<file path="src/rtl/crash_detect_pkg.sv">
// Shared game constants and the crash controller state encoding.
// Sprite sizes are reused by the enemy mover and the renderer.
package crash_detect_pkg;

  localparam logic [11:0] SPAWN_X  = 12'd1180;
  localparam logic [11:0] SCREEN_W = 12'd1280;
  localparam logic [11:0] SCREEN_H = 12'd720;

  localparam logic [11:0] PLAYER_W_DEF = 12'd60;
  localparam logic [11:0] PLAYER_H_DEF = 12'd40;
  localparam logic [11:0] ENEMY_W_DEF  = 12'd50;
  localparam logic [11:0] ENEMY_H_DEF  = 12'd40;

  typedef enum logic [1:0] {
    StPlay  = 2'd0,
    StHit   = 2'd1,
    StRearm = 2'd2,
    StOver  = 2'd3
  } state_e;

  // True when edge a lies strictly left of (b + size); 13-bit sum so nothing wraps.
  function automatic logic edge_lt(input logic [11:0] a, input logic [11:0] b,
                                   input logic [11:0] size);
    return {1'b0, a} < ({1'b0, b} + {1'b0, size});
  endfunction

endpackage

</file>
<file path="src/rtl/crash_detect_box_overlap.sv">
// box_overlap: registered axis-aligned box overlap test.
// Ports:
//   clk, rst           clock, asynchronous active-high reset
//   a_x, a_y           top-left of box A (size A_W x A_H)
//   b_x, b_y           top-left of box B (size B_W x B_H)
//   overlap            registered result, one cycle after the positions
// Touching edges do not count as overlap.
module box_overlap
  import crash_detect_pkg::*;
#(
  parameter logic [11:0] A_W = PLAYER_W_DEF,
  parameter logic [11:0] A_H = PLAYER_H_DEF,
  parameter logic [11:0] B_W = ENEMY_W_DEF,
  parameter logic [11:0] B_H = ENEMY_H_DEF
) (
  input  logic        clk,
  input  logic        rst,
  input  logic [11:0] a_x,
  input  logic [11:0] a_y,
  input  logic [11:0] b_x,
  input  logic [11:0] b_y,
  output logic        overlap
);

  logic overlap_d;
  logic overlap_q;

  assign overlap_d = edge_lt(a_x, b_x, B_W) & edge_lt(b_x, a_x, A_W) &
                     edge_lt(a_y, b_y, B_H) & edge_lt(b_y, a_y, A_H);

  always_ff @(posedge clk or posedge rst) begin
    if (rst) overlap_q <= 1'b0;
    else     overlap_q <= overlap_d;
  end

  assign overlap = overlap_q;

endmodule

</file>
<file path="src/rtl/crash_detect.sv">
// crash_detect: player/enemy collision controller feeding the enemy mover.
// Ports:
//   clk, rst             clock, asynchronous active-high reset
//   player_x, player_y   player box top-left
//   enemy_x, enemy_y     enemy box top-left (from enemy mover)
//   restart              one-cycle pulse, only acted on in game over
//   CRASH                high during the hit hold window and in game over
//   hit_pulse            one-cycle strobe per accepted hit
//   lives                remaining lives
//   game_over            high while latched in game over
module crash_detect
  import crash_detect_pkg::*;
#(
  parameter logic [11:0] PLAYER_W    = PLAYER_W_DEF,
  parameter logic [11:0] PLAYER_H    = PLAYER_H_DEF,
  parameter logic [11:0] ENEMY_W     = ENEMY_W_DEF,
  parameter logic [11:0] ENEMY_H     = ENEMY_H_DEF,
  parameter logic [31:0] HOLD_CYCLES = 32'd1000000,
  parameter logic [2:0]  LIVES_INIT  = 3'd3
) (
  input  logic        clk,
  input  logic        rst,
  input  logic [11:0] player_x,
  input  logic [11:0] player_y,
  input  logic [11:0] enemy_x,
  input  logic [11:0] enemy_y,
  input  logic        restart,
  output logic        CRASH,
  output logic        hit_pulse,
  output logic [2:0]  lives,
  output logic        game_over
);

  // Stage 1: position registers.
  logic [11:0] px_q, py_q, ex_q, ey_q;
  // Pipeline fill tracker: overlap_q only reflects real inputs once both stages have loaded,
  // so REARM cannot mistake reset-zero positions for a cleared overlap.
  logic [1:0]  fill_q;
  logic        overlap_q;

  always_ff @(posedge clk or posedge rst) begin
    if (rst) begin
      px_q   <= '0;
      py_q   <= '0;
      ex_q   <= '0;
      ey_q   <= '0;
      fill_q <= '0;
    end else begin
      px_q   <= player_x;
      py_q   <= player_y;
      ex_q   <= enemy_x;
      ey_q   <= enemy_y;
      fill_q <= {fill_q[0], 1'b1};
    end
  end

  // Stage 2: registered compare.
  box_overlap #(
    .A_W(PLAYER_W),
    .A_H(PLAYER_H),
    .B_W(ENEMY_W),
    .B_H(ENEMY_H)
  ) u_box_overlap (
    .clk    (clk),
    .rst    (rst),
    .a_x    (px_q),
    .a_y    (py_q),
    .b_x    (ex_q),
    .b_y    (ey_q),
    .overlap(overlap_q)
  );

  state_e      state_q, state_d;
  logic        crash_q, crash_d;
  logic        hit_q, hit_d;
  logic [2:0]  lives_q, lives_d;
  logic        over_q, over_d;
  logic [31:0] cnt_q, cnt_d;

  always_ff @(posedge clk or posedge rst) begin
    if (rst) begin
      state_q <= StRearm;
      crash_q <= 1'b0;
      hit_q   <= 1'b0;
      lives_q <= LIVES_INIT;
      over_q  <= 1'b0;
      cnt_q   <= '0;
    end else begin
      state_q <= state_d;
      crash_q <= crash_d;
      hit_q   <= hit_d;
      lives_q <= lives_d;
      over_q  <= over_d;
      cnt_q   <= cnt_d;
    end
  end

  always_comb begin
    state_d = state_q;
    crash_d = crash_q;
    hit_d   = 1'b0;
    lives_d = lives_q;
    over_d  = over_q;
    cnt_d   = cnt_q;
    unique case (state_q)
      StPlay: begin
        if (overlap_q) begin
          state_d = StHit;
          hit_d   = 1'b1;
          lives_d = lives_q - 3'd1;
          crash_d = 1'b1;
          cnt_d   = '0;
        end
      end
      StHit: begin
        crash_d = 1'b1;
        cnt_d   = cnt_q + 32'd1;
        if (cnt_q == HOLD_CYCLES - 32'd1) begin
          if (lives_q == 3'd0) begin
            state_d = StOver;
            over_d  = 1'b1;
          end else begin
            state_d = StRearm;
            crash_d = 1'b0;
          end
        end
      end
      StRearm: begin
        crash_d = 1'b0;
        if (fill_q[1] && !overlap_q) state_d = StPlay;
      end
      StOver: begin
        crash_d = 1'b1;
        over_d  = 1'b1;
        if (restart) begin
          state_d = StRearm;
          lives_d = LIVES_INIT;
          over_d  = 1'b0;
          crash_d = 1'b0;
        end
      end
      default: state_d = StRearm;
    endcase
  end

  assign CRASH     = crash_q;
  assign hit_pulse = hit_q;
  assign lives     = lives_q;
  assign game_over = over_q;

endmodule

</file>
<file path="config.mk">
export PLATFORM = sky130hd
export DESIGN_NAME = crash_detect
export DESIGN_NICKNAME = d
export VERILOG_FILES = /design/src/rtl/crash_detect_pkg.sv /design/src/rtl/crash_detect_box_overlap.sv /design/src/rtl/crash_detect.sv
export SDC_FILE = /design/constraint.sdc
export NUM_CORES = 1
export LEC_CHECK = 0
export CAP_MARGIN = 10
export CORE_AREA = 5 5 127 153
export DETAILED_ROUTE_END_ITERATION = 10
export DIE_AREA = 0 0 132 158
export PLACE_DENSITY = 0.44
export SLEW_MARGIN = 10
export SYNTH_ARGS = -nofsm -noshare
export SYNTH_HDL_FRONTEND = slang
export SYNTH_SLANG_ARGS = --single-unit
</file>
<file path="constraint.sdc">
create_clock -name clk -period 5.7 [get_ports clk]
set_clock_uncertainty 0.1 [all_clocks]
set_input_delay 1.425 -clock clk [delete_from_list [all_inputs] [get_ports clk]]
set_output_delay 1.425 -clock clk [all_outputs]
set_load 0.02 [all_outputs]
</file>
==> impl_metrics.tcl <==
set metrics [dict create \
    slew_viol_final 0 \
    synth_enable_flop_cells 0 \
    drt_iter0_markers 172 \
    fin_crit_ns 3.03 \
    final-instance-count-excl-fill 755 \
    placed_wire_length_estimate_mm 8.59 \
    htree_num_levels 3 \
    drive_above_1_share_pct 4.33 \
    drt_pass1_iterations 4 \
    initial_core_util_pct 27.2 \
    cap_violations 0 \
    fin_hold_ws_ns 0.258 \
    clock_sinks 91 \
    ys_seq_area_share_pct 46.8 \
    globalRouteTotalUtil_pct 11.0 \
    dpl.cell_count 739 \
    share_of_the_clock_period_used_by_the_worst_path_after_layout_pct 53.1 \
    design.final.nets 627 \
    syn_nets 564 \
    via_count_of_the_routed_design 3604 \
    post_cts.repair.setup_buffers 0 \
    timing.critical_path.cells "clkdlybuf4s50_1" \
    synth_cells 463 \
    async_flop_share_pct 100 \
    synthesis_warnings 0 \
    antennaDiodeCount 0 \
    post_cts_resize_count 0 \
    power_density_over_the_cells_nw_per_um2 282 \
    grt_antenna_before_repair 0 \
    die-area_um2 20900 \
    worst-path-max-fanout 5 \
    grt_setup_unrepaired "no" \
    clock_tree.root_cell "sky130_fd_sc_hd__clkbuf_16" \
    viasPerCell 4.77 \
    vias_in_the_first_global_route 3730 \
    post-synth-top-count-cell "sky130_fd_sc_hd__dfrtp_1" \
    post_dp_cell_area_um2 5700 \
    required_time_of_the_critical_path_ns 4.18 \
    timing.final.hold_violations 0 \
    fmax_mhz 330 \
    ys_types 52 \
    avgRoutedWirePerCell_um 14.7 \
    totalWireLength_mm 11.1 \
    crit_path_end_kind "output port" \
    slew-limit-headroom_pct 38.5 \
    grt_first_pass_wirelength_mm 18.5 \
    post-route-cell-area_um2 5990 \
    cts-hold-fix-buffers 0 \
    grt_start_max_net_pins 49 \
    crit_buf_inv 1 \
    yosys_register_bits 91 \
    hold_path.class "flip-flop to flip-flop" \
    yosys_most_used_dff "sky130_fd_sc_hd__dfrtp_1" \
    row_count 54 \
    post_synth_main_area_contributors "sky130_fd_sc_hd__dfrtp_1 (45%), sky130_fd_sc_hd__ha_1 (13%), sky130_fd_sc_hd__nand2_1 (4.5%)" \
    port_buffers 56 \
    synth_area_per_cell_um2 10.5 \
    ctsLongestPathBuffers 2 \
    cp_slowest_stage_delay_ns 0.61 \
    tritoncts "done" \
    die-height_um 158 \
    number_of_placed_i_o_pins 57 \
    netlist.top_cell.by_area "sky130_fd_sc_hd__dfrtp_1" \
    setup_viol 0 \
    most_frequent_cells_after_synthesis "sky130_fd_sc_hd__dfrtp_1 (88), sky130_fd_sc_hd__nand2_1 (58), sky130_fd_sc_hd__ha_1 (50), sky130_fd_sc_hd__a21oi_1 (24)" \
    worst_slew_pin_slew_ns 0.920 \
    finalSetupTns_ns 0 \
    syn-cell-area_um2 4880 \
    tritoncts.num_buffers 9 \
    synth_top_area_share_pct 45.2 \
    remaining_drc_errors 0 \
    grt.overflow.total 0 \
    place.gp.congestion 0.783 \
    run_status "finished, final reports clean" \
    worstSetupStartpointType "flip-flop" \
    cts.clk_slew.worst_paths_ns 0.07 \
    core_area_um2 17900 \
    total_power_mw 1.69 \
    drt.antenna.violating_nets 0 \
    clkLatencyLatePin_ns 0.34 \
    power.static_leakage_nw 2.70 \
    cell_family_with_the_largest_share_of_critical_path_delay "buffers and inverters" \
    crit_path_top_delay_cell "sky130_fd_sc_hd__clkdlybuf4s50_1" \
    area_growth_syn_to_layout_pct 22.9 \
    startpoint_to_endpoint_class_of_the_critical_path "flip-flop to output port" \
    vdd.ir_drop.worst_mv 0.161 \
    fillerInstances 1803 \
    die_extent_in_x_um 132 \
    worst-endpoint-arrival_ns 1.50 \
]
## kinds of logic after synthesis
logic type | count (synthesis) | synth area share, %
compound gates | 81 | 10.7
mux | 19 | 3.90
fa+ha+maj | 50 | 12.8
other cells | 1 | 0.0769
simple gates | 164 | 17.8
buf+inv | 25 | 2.15
flops | 91 | 46.8
xor+xnor | 32 | 5.75
## flip-flops by register name, summed over array words and instances (netlist names)
signal,cells
cnt_q,32
fill_q,2
px_q,12
game_over,1
ey_q,12
hit_pulse,1
lives,3
u_box_overlap.overlap,1
py_q,12
state_q,2
CRASH,1
ex_q,12
## metrics by stage
stage	utilization, %	setup WS [ns]
final	33.5	2.67
after global routing	33.5	2.61
after CTS	33.5	2.65
after detailed placement	31.8	2.52
after global placement	31.8	2.53
after floorplan	-	1.82
## final timing paths
path / endpoint / slack, ns / depth (start not counted) / start
worst max-delay path: lives[0] / 2.67 / 1 / lives[0]$_DFFE_PP1P_
worst min-delay path: fill_q[1]$_DFF_PP0_ / 0.26 / 0 / fill_q[0]$_DFF_PP0_
worst max register to register: u_box_overlap.overlap$_DFF_PP0_ / 2.83 / 12 / px_q[2]$_DFF_PP0_
worst min register to register: fill_q[1]$_DFF_PP0_ / 0.26 / 0 / fill_q[0]$_DFF_PP0_
max in group asynchronous: state_q[0]$_DFFE_PP0P_ / 3.00 / 3 / rst
min in group asynchronous: py_q[7]$_DFF_PP0_ / 1.42 / 2 / rst
## final cells by class
type	count	area [µm²]	area share [%]
Clock inverter	5	62.6	1.04
Sequential cell	91	2280	38.1
Timing Repair Buffer	57	568	9.48
Clock buffer	11	233	3.88
Multi-Input combinational cell	347	2490	41.6
Tap cell	224	280	4.68
Inverter	20	76.3	1.27
## report_power, final
group | total [mW] | internal [mW] | switching, mW
Clock | 0.595 | 0.343 | 0.253
Sequential | 0.766 | 0.704 | 0.0620
Combinational | 0.328 | 0.154 | 0.174
Total | 1.69 | 1.20 | 0.489
## routing by layer
metal | GRT usage, % | wire length, µm | vias up
met5 | 0 | 0 | -
met4 | 3.58 | 98 | 0
met3 | 2.32 | 258 | 8
met2 | 20.2 | 6050 | 34
met1 | 12.9 | 4710 | 1759
li1 | - | - | 1803
## worst reg2reg max path: stages (launching register included)
cell and delay [ns]:
sky130_fd_sc_hd__dfrtp_1 0.42, sky130_fd_sc_hd__inv_1 0.07, sky130_fd_sc_hd__ha_1 0.17, sky130_fd_sc_hd__nor3b_1 0.35
sky130_fd_sc_hd__or2_2 0.23, sky130_fd_sc_hd__xor2_1 0.16, sky130_fd_sc_hd__ha_1 0.28, sky130_fd_sc_hd__a21oi_1 0.15
sky130_fd_sc_hd__o21ai_0 0.10, sky130_fd_sc_hd__a21oi_1 0.17, sky130_fd_sc_hd__a211o_1 0.15, sky130_fd_sc_hd__o2111ai_1 0.09
sky130_fd_sc_hd__nor4_1 0.32
## placed cells by master (no fill, tap or decap), drive strengths merged, types with 12 or more instances in the layout
cell / count
a21oi: 24
o21ai: 21
nand2: 58
inv: 20
xnor2: 12
clkdlybuf4s50: 56
ha: 50
nor2: 16
mux2i: 19
dfrtp: 88
nand3: 21
xor2: 20
(Power assumes the default switching activity.)
